==> src/rtl/sobel_stream_filter.sv <==
// Streaming 3x3 Sobel edge filter: two line buffers feed a 3x3 window, one result per
// accepted pixel, valid/ready on both sides, four output modes and a button-set threshold.
module sobel_stream_filter #(
    parameter int IMG_W    = 320,
    parameter int IMG_H    = 240,
    parameter int GRAY_W   = 5,
    parameter int PX_W     = 15,
    parameter int THR_INIT = 40,
    parameter int THR_STEP = 4
) (
    input  logic              sobel_clk,
    input  logic              reset,
    input  logic [1:0]        mode,
    input  logic              threshold_up,
    input  logic              threshold_down,
    input  logic              in_valid,
    output logic              in_ready,
    input  logic [PX_W-1:0]   input_px_gray,
    output logic              out_valid,
    input  logic              out_ready,
    output logic [PX_W-1:0]   output_px_sobel,
    output logic [GRAY_W+3:0] threshold,
    output logic              frame_done
);

    localparam int THR_W = GRAY_W + 4;
    localparam int CW    = $clog2(IMG_W);
    localparam int RW    = $clog2(IMG_H);

    localparam logic [CW-1:0]    COL_LAST   = CW'(IMG_W - 1);
    localparam logic [RW-1:0]    ROW_LAST   = RW'(IMG_H - 1);
    localparam logic [THR_W-1:0] PX_MAX     = THR_W'((1 << GRAY_W) - 1);
    localparam logic [THR_W-1:0] THR_MAX    = '1;
    localparam logic [THR_W-1:0] THR_STEP_V = THR_W'(THR_STEP);
    localparam logic [THR_W-1:0] THR_RST    = THR_W'(THR_INIT);

    typedef enum logic [1:0] {
        S_FILL,
        S_RUN,
        S_FLUSH
    } state_t;

    state_t state_q, state_d;

    logic [CW-1:0] in_col_q, in_col_d, out_col_q, out_col_d;
    logic [RW-1:0] in_row_q, in_row_d, out_row_q, out_row_d;

    logic [GRAY_W-1:0] win1_q [3];
    logic [GRAY_W-1:0] win1_d [3];
    logic [GRAY_W-1:0] win2_q [3];
    logic [GRAY_W-1:0] win2_d [3];

    logic [GRAY_W-1:0] line0_mem [IMG_W];
    logic [GRAY_W-1:0] line1_mem [IMG_W];

    logic              out_valid_q, out_valid_d;
    logic              out_last_q, out_last_d;
    logic [GRAY_W-1:0] out_px_q, out_px_d;

    logic [THR_W-1:0]  thr_q, thr_d;
    logic              up_prev_q, up_prev_d;
    logic              down_prev_q, down_prev_d;

    logic              accept, slot_free, produce;
    logic              in_last, out_is_last, border;
    logic [GRAY_W-1:0] px_in, lb_top, lb_mid, result;
    logic              unused_upper;

    logic signed [THR_W-1:0] p00, p01, p02, p10, p12, p20, p21, p22;
    logic signed [THR_W-1:0] gx, gy;
    logic [THR_W-1:0]        abs_gx, abs_gy, mag;
    logic [THR_W:0]          thr_sum;

    function automatic logic signed [THR_W-1:0] ext(input logic [GRAY_W-1:0] v);
        return $signed({4'b0000, v});
    endfunction

    function automatic logic [THR_W-1:0] abs_val(input logic signed [THR_W-1:0] v);
        return v[THR_W-1] ? -v : v;
    endfunction

    function automatic logic [GRAY_W-1:0] sat(input logic [THR_W-1:0] v);
        return (v > PX_MAX) ? {GRAY_W{1'b1}} : v[GRAY_W-1:0];
    endfunction

    assign px_in        = input_px_gray[GRAY_W-1:0];
    assign unused_upper = ^input_px_gray[PX_W-1:GRAY_W];
    assign lb_top       = line1_mem[in_col_q];
    assign lb_mid       = line0_mem[in_col_q];

    assign slot_free   = !out_valid_q || out_ready;
    assign accept      = in_valid && in_ready;
    assign in_last     = (in_col_q == COL_LAST) && (in_row_q == ROW_LAST);
    assign out_is_last = (out_col_q == COL_LAST) && (out_row_q == ROW_LAST);
    assign border      = (out_col_q == '0) || (out_col_q == COL_LAST) ||
                         (out_row_q == '0) || (out_row_q == ROW_LAST);

    // Window columns: win2 is two pixels back, win1 one back, the third is the incoming column.
    assign p00 = ext(win2_q[0]);
    assign p10 = ext(win2_q[1]);
    assign p20 = ext(win2_q[2]);
    assign p01 = ext(win1_q[0]);
    assign p21 = ext(win1_q[2]);
    assign p02 = ext(lb_top);
    assign p12 = ext(lb_mid);
    assign p22 = ext(px_in);

    assign gx     = (p02 + p12 + p12 + p22) - (p00 + p10 + p10 + p20);
    assign gy     = (p20 + p21 + p21 + p22) - (p00 + p01 + p01 + p02);
    assign abs_gx = abs_val(gx);
    assign abs_gy = abs_val(gy);
    assign mag    = abs_gx + abs_gy;

    // ---------------- FSM: state register ----------------
    always_ff @(posedge sobel_clk or posedge reset) begin
        if (reset) begin
            state_q <= S_FILL;
        end else begin
            state_q <= state_d;
        end
    end

    // ---------------- FSM: next state ----------------
    always_comb begin
        state_d = state_q;
        case (state_q)
            S_FILL:  if (accept && in_row_q == RW'(1) && in_col_q == '0) state_d = S_RUN;
            S_RUN:   if (accept && in_last) state_d = S_FLUSH;
            S_FLUSH: if (out_valid_q && out_ready && out_last_q) state_d = S_FILL;
            default: state_d = S_FILL;
        endcase
    end

    // ---------------- FSM: outputs ----------------
    always_comb begin
        in_ready   = 1'b0;
        frame_done = 1'b0;
        case (state_q)
            S_FILL:  in_ready = 1'b1;
            S_RUN:   in_ready = slot_free;
            S_FLUSH: frame_done = out_valid_q && out_ready && out_last_q;
            default: in_ready = 1'b0;
        endcase
    end

    // ---------------- Datapath next-state ----------------
    always_comb begin
        // NOTE: every signal gets a default before any branch so no latch is inferred.
        in_col_d    = in_col_q;
        in_row_d    = in_row_q;
        out_col_d   = out_col_q;
        out_row_d   = out_row_q;
        win1_d      = win1_q;
        win2_d      = win2_q;
        out_valid_d = out_valid_q;
        out_px_d    = out_px_q;
        out_last_d  = out_last_q;
        result      = '0;

        produce = (state_q == S_RUN && accept) ||
                  (state_q == S_FLUSH && slot_free && !(out_valid_q && out_last_q));

        if (accept) begin
            win2_d = win1_q;
            win1_d = '{lb_top, lb_mid, px_in};
            if (in_col_q == COL_LAST) begin
                in_col_d = '0;
                in_row_d = (in_row_q == ROW_LAST) ? '0 : in_row_q + 1'b1;
            end else begin
                in_col_d = in_col_q + 1'b1;
            end
        end

        // Flush centres are all on the border, so only RUN computes a gradient.
        if (state_q == S_RUN && !border) begin
            case (mode)
                2'd0:    result = sat(mag);
                2'd1:    result = (mag > thr_q) ? {GRAY_W{1'b1}} : '0;
                2'd2:    result = sat(abs_gx);
                default: result = sat(abs_gy);
            endcase
        end

        if (produce) begin
            out_valid_d = 1'b1;
            out_px_d    = result;
            out_last_d  = out_is_last;
            if (out_col_q == COL_LAST) begin
                out_col_d = '0;
                out_row_d = (out_row_q == ROW_LAST) ? '0 : out_row_q + 1'b1;
            end else begin
                out_col_d = out_col_q + 1'b1;
            end
        end else if (out_ready) begin
            out_valid_d = 1'b0;
        end
    end

    // ---------------- Threshold buttons ----------------
    always_comb begin
        up_prev_d   = threshold_up;
        down_prev_d = threshold_down;
        thr_d       = thr_q;
        thr_sum     = {1'b0, thr_q} + {1'b0, THR_STEP_V};
        if (threshold_up && !up_prev_q && !(threshold_down && !down_prev_q)) begin
            thr_d = thr_sum[THR_W] ? THR_MAX : thr_sum[THR_W-1:0];
        end else if (threshold_down && !down_prev_q && !(threshold_up && !up_prev_q)) begin
            thr_d = (thr_q < THR_STEP_V) ? '0 : thr_q - THR_STEP_V;
        end
    end

    always_ff @(posedge sobel_clk or posedge reset) begin
        if (reset) begin
            in_col_q    <= '0;
            in_row_q    <= '0;
            out_col_q   <= '0;
            out_row_q   <= '0;
            win1_q      <= '{default: '0};
            win2_q      <= '{default: '0};
            out_valid_q <= 1'b0;
            out_px_q    <= '0;
            out_last_q  <= 1'b0;
            thr_q       <= THR_RST;
            up_prev_q   <= 1'b0;
            down_prev_q <= 1'b0;
        end else begin
            in_col_q    <= in_col_d;
            in_row_q    <= in_row_d;
            out_col_q   <= out_col_d;
            out_row_q   <= out_row_d;
            win1_q      <= win1_d;
            win2_q      <= win2_d;
            out_valid_q <= out_valid_d;
            out_px_q    <= out_px_d;
            out_last_q  <= out_last_d;
            thr_q       <= thr_d;
            up_prev_q   <= up_prev_d;
            down_prev_q <= down_prev_d;
        end
    end

    // NOTE: line buffers carry no reset; rows 0/1 only feed border centres, which output 0.
    always_ff @(posedge sobel_clk) begin
        if (accept) begin
            line0_mem[in_col_q] <= px_in;
            line1_mem[in_col_q] <= lb_mid;
        end
    end

    assign out_valid       = out_valid_q;
    assign output_px_sobel = {3{out_px_q}};
    assign threshold       = thr_q;

endmodule

==> config.mk <==
export PLATFORM = sky130hd
export DESIGN_NAME = sobel_stream_filter
export DESIGN_NICKNAME = d
export VERILOG_FILES = /design/src/rtl/sobel_stream_filter.sv
export SDC_FILE = /design/constraint.sdc
export NUM_CORES = 2
export LEC_CHECK = 0
export ABC_AREA = 1
export CAP_MARGIN = 20
export CORE_ASPECT_RATIO = 0.8
export CORE_MARGIN = 2
export CORE_UTILIZATION = 56
export CTS_CLUSTER_DIAMETER = 50
export DETAILED_ROUTE_END_ITERATION = 10
export MAX_ROUTING_LAYER = met4
export PLACE_DENSITY = 0.68
export SYNTH_ARGS = -nofsm -noshare
export SYNTH_HDL_FRONTEND = slang
export SYNTH_SLANG_ARGS = --single-unit
==> constraint.sdc <==
create_clock -name sobel_clk -period 19.9 [get_ports sobel_clk]
set_input_delay 2.985 -clock sobel_clk [delete_from_list [all_inputs] [get_ports sobel_clk]]
set_output_delay 2.985 -clock sobel_clk [all_outputs]
set_load 0.02 [all_outputs]
==> flow_metrics.tcl <==
set metrics [dict create \
    crit_required_ns 20.66 \
    setup.worst_path.start_class "flip-flop" \
    antenna_found_initial 16 \
    num_rows 160 \
    muxShareOfSynthArea 0 \
    r2r_setup_slack_ns 8.36 \
    endpoint_kind "flip-flop" \
    setup_slack_ns 8.36 \
    synth_compound_area_frac 0.114 \
    finalHoldViolations 0 \
    drive_above_1_share 0.0614 \
    period_share 0.580 \
    start_util 0.561 \
    skew_ns 0.0513 \
    h-tree-depth 5 \
    cts-root-buf "clkbuf_16" \
    yosysWarnings 0 \
    synth_simple_gate_area_frac 0.100 \
    r2r_cells 47 \
    cp_max_fo 196 \
    synth-edff-count 3200 \
    ctsLongestPathBuffers 4 \
    synth_top_family_by_area "compound AO/OA/AOI/OAI gates" \
    via_count 86505 \
    first_pass_iters 6 \
    ant_nets 0 \
    synth_most_common_cell "edfxtp_1" \
    syn_nets 10664 \
    die_h_um 440 \
    place_congestion 0.887 \
    synth-seq-cells 3283 \
    cp-startpoint "in_col_q[0]$_DFFE_PP0P_" \
    yosys.area.top_type_share 0.722 \
    setup_viol 0 \
    fin_tns_setup_ns 0 \
    synthTopCellsByCount "3200 x edfxtp_1, 2096 x nor2_1, 1585 x o21ai_0" \
    fin_nets 10475 \
    die_w_um 549 \
    critical-path-max-stage-delay_ns 0.99 \
    synth_top_area_cell "edfxtp_1" \
    r2r_end "out_px_q[1]$_DFFE_PP0P_" \
    relSlewSlack -0.178 \
    worstSetupEndpoint "out_px_q[1]$_DFFE_PP0P_" \
    syn_area_per_cell_um2 12.6 \
    track_usage 0.302 \
    yosysUniqueCellTypes 57 \
    status "finished with violations" \
    drt_wl_total_um 361000 \
    num_io_pins 50 \
    final-max-slew-violation-count 88 \
    io_buffer_count 39 \
    synthXorXnorAreaFrac 0.00171 \
    yosys.area_share.adder 0.0117 \
    r2r-start "in_col_q[0]$_DFFE_PP0P_" \
    drt-initial-drc-count 12477 \
    grt_max_degree 197 \
    cts_tree "yes" \
    grt_pass1_wl_um 525000 \
    slowest_stage "dfrtp_4" \
    fmax_mhz 86.6 \
    synth.top_cells.by_area "edfxtp_1 72%, o21ai_0 6.0%, nor2_1 5.9%" \
    dpl.hpwl_um 201000 \
    hold_depth 2 \
    grt_pass1_vias 79355 \
    cts_setup_buffers 0 \
    failed_checks "slew limit" \
    ys_seq_area_frac 0.738 \
    cts.reportedPaths.clkPinSlew_ns 0.07 \
    maxCapViolCount 0 \
    async_reset_ff_frac 0.0253 \
    insertion_delay_ns 0.89 \
    place_ws_ns 8.51 \
    cts_buffers 314 \
    cts_sinks 3283 \
    overflow 0 \
    rsz0062_at_grt "false" \
    via_per_inst 6.29 \
    netlist_instances 10540 \
    synth_ff_type "edfxtp_1" \
    die_area_um2 242000 \
    worstPathArrival_ns 12.31 \
    synthesis.area_um2 133000 \
    period_needed_ns 11.54 \
    drc_errors 0 \
    critical_path.most_common_cell "nand2_1" \
    cts-resized-gates 0 \
    hp-class "reg -> reg" \
    hold_buffers 0 \
    area_growth_syn_to_layout_pct 9.13 \
    path_class "reg -> reg" \
    tightest_slew_ns 1.77 \
    wl_per_cell_um 26.3 \
    core-area_um2 237000 \
]
==> flip-flops by register name (all words and copies together), names as in the netlist, 2 cells and up <==
signal	cells
p20	5
p10	5
in_col_q	9
out_row_q	8
out_px_q	5
state_q	2
p01	5
line1_mem	1600
in_row_q	8
p21	5
line0_mem	1600
p00	5
win1_q	5
threshold	8
out_col_q	9
==> per-stage QoR <==
step	cell area (um2)	instances	utilization	hold WS (ns)
3_5_place_dp	135000	13172	0.571	0.461
3_3_place_gp	135000	13171	0.571	0.454
2_1_floorplan	133000	10540	-	0.442
6_report	145000	13744	0.613	0.478
4_1_cts	145000	13710	0.612	0.473
5_1_grt	145000	13738	0.613	0.495
==> worst min-delay path by stage <==
stage	startpoint	end	slack, ns
2_1_floorplan	win1_q[5]$_DFFE_PP0P_	p10[0]$_DFFE_PP0P_	0.44
3_3_place_gp	win1_q[7]$_DFFE_PP0P_	p10[2]$_DFFE_PP0P_	0.45
3_5_place_dp	win1_q[6]$_DFFE_PP0P_	p10[1]$_DFFE_PP0P_	0.46
4_1_cts	win1_q[5]$_DFFE_PP0P_	p10[0]$_DFFE_PP0P_	0.47
5_1_grt	win1_q[5]$_DFFE_PP0P_	p10[0]$_DFFE_PP0P_	0.50
6_report	win1_q[6]$_DFFE_PP0P_	p10[1]$_DFFE_PP0P_	0.48
==> layout make-up <==
cell class	instances	area, um2
Clock buffer	385	8280
Multi-Input combinational cell	6291	30500
Timing Repair Buffer	209	1930
Sequential cell	3283	98200
Fill cell	17857	91800
Inverter	252	987
Clock inverter	153	1330
Tap cell	3159	3950
Antenna cell	12	30.0
==> placed cells by master (no fill, tap or decap), types with 8 or more instances in the layout <==
cell type        netlist  final
edfxtp_1            3200   3200
nor2_1              2096   2089
o21ai_0             1585   1584
nand2_1             1051   1047
o22ai_1              766    766
clkbuf_16              0    321
inv_1                240    236
o21ai_1              171    172
buf_4                 66    147
nand4_1               95     95
nand3_1              104     92
a21oi_1               88     88
a22o_1                79     79
dfrtp_1               81     79
clkinv_1               6     72
clkbuf_1             308     63
ha_1                  62     62
clkinv_2               0     48
fa_1                  39     39
clkdlybuf4s50_1        0     34
bufinv_16              0     22
xor2_1                21     21
a31oi_1               19     19
nor3_1                19     19
buf_12                 0     15
nand3_2                3     13
diode_2                0     12
a41oi_1               12     12
nor2_4                 2      8
==> critical path: cells and delay by family, from the launching register on <==
| family | cells | cell delay, ns |
|---|---|---|
| AOI/OAI and AO/OA | 11 | 2.87 |
| adders and majority gates | 7 | 2.67 |
| and+or+nand+nor | 17 | 2.25 |
| buffers and inverters | 10 | 1.93 |
| DFF | 1 | 0.99 |
| xor gates and xnor gates | 2 | 0.53 |
==> cell families (layout without fill, tap and decap cells) <==
family                   Yosys count  in the layout
AO/OA/AOI/OAI                   2753           2753
AND/OR/NAND/NOR                 3411           3411
flip-flops                      3283           3283
adder cells (fa/ha/maj)          101            101
other                              0             12
XOR/XNOR                          26             26
buffers and inverters            966            999
==> routing by layer <==
layer  vias to the layer above  global-route usage  share of wire
met5                         -                   -              0
met4                         0               0.101          0.035
met3                       688              0.0525           0.11
met2                      4943               0.440           0.45
met1                     42851               0.435           0.40
li1                      38023                   -              -
Power is left out: the tool's default activity adds up to more than one toggle a clock period on the data nets, which glitch-free logic cannot reach.
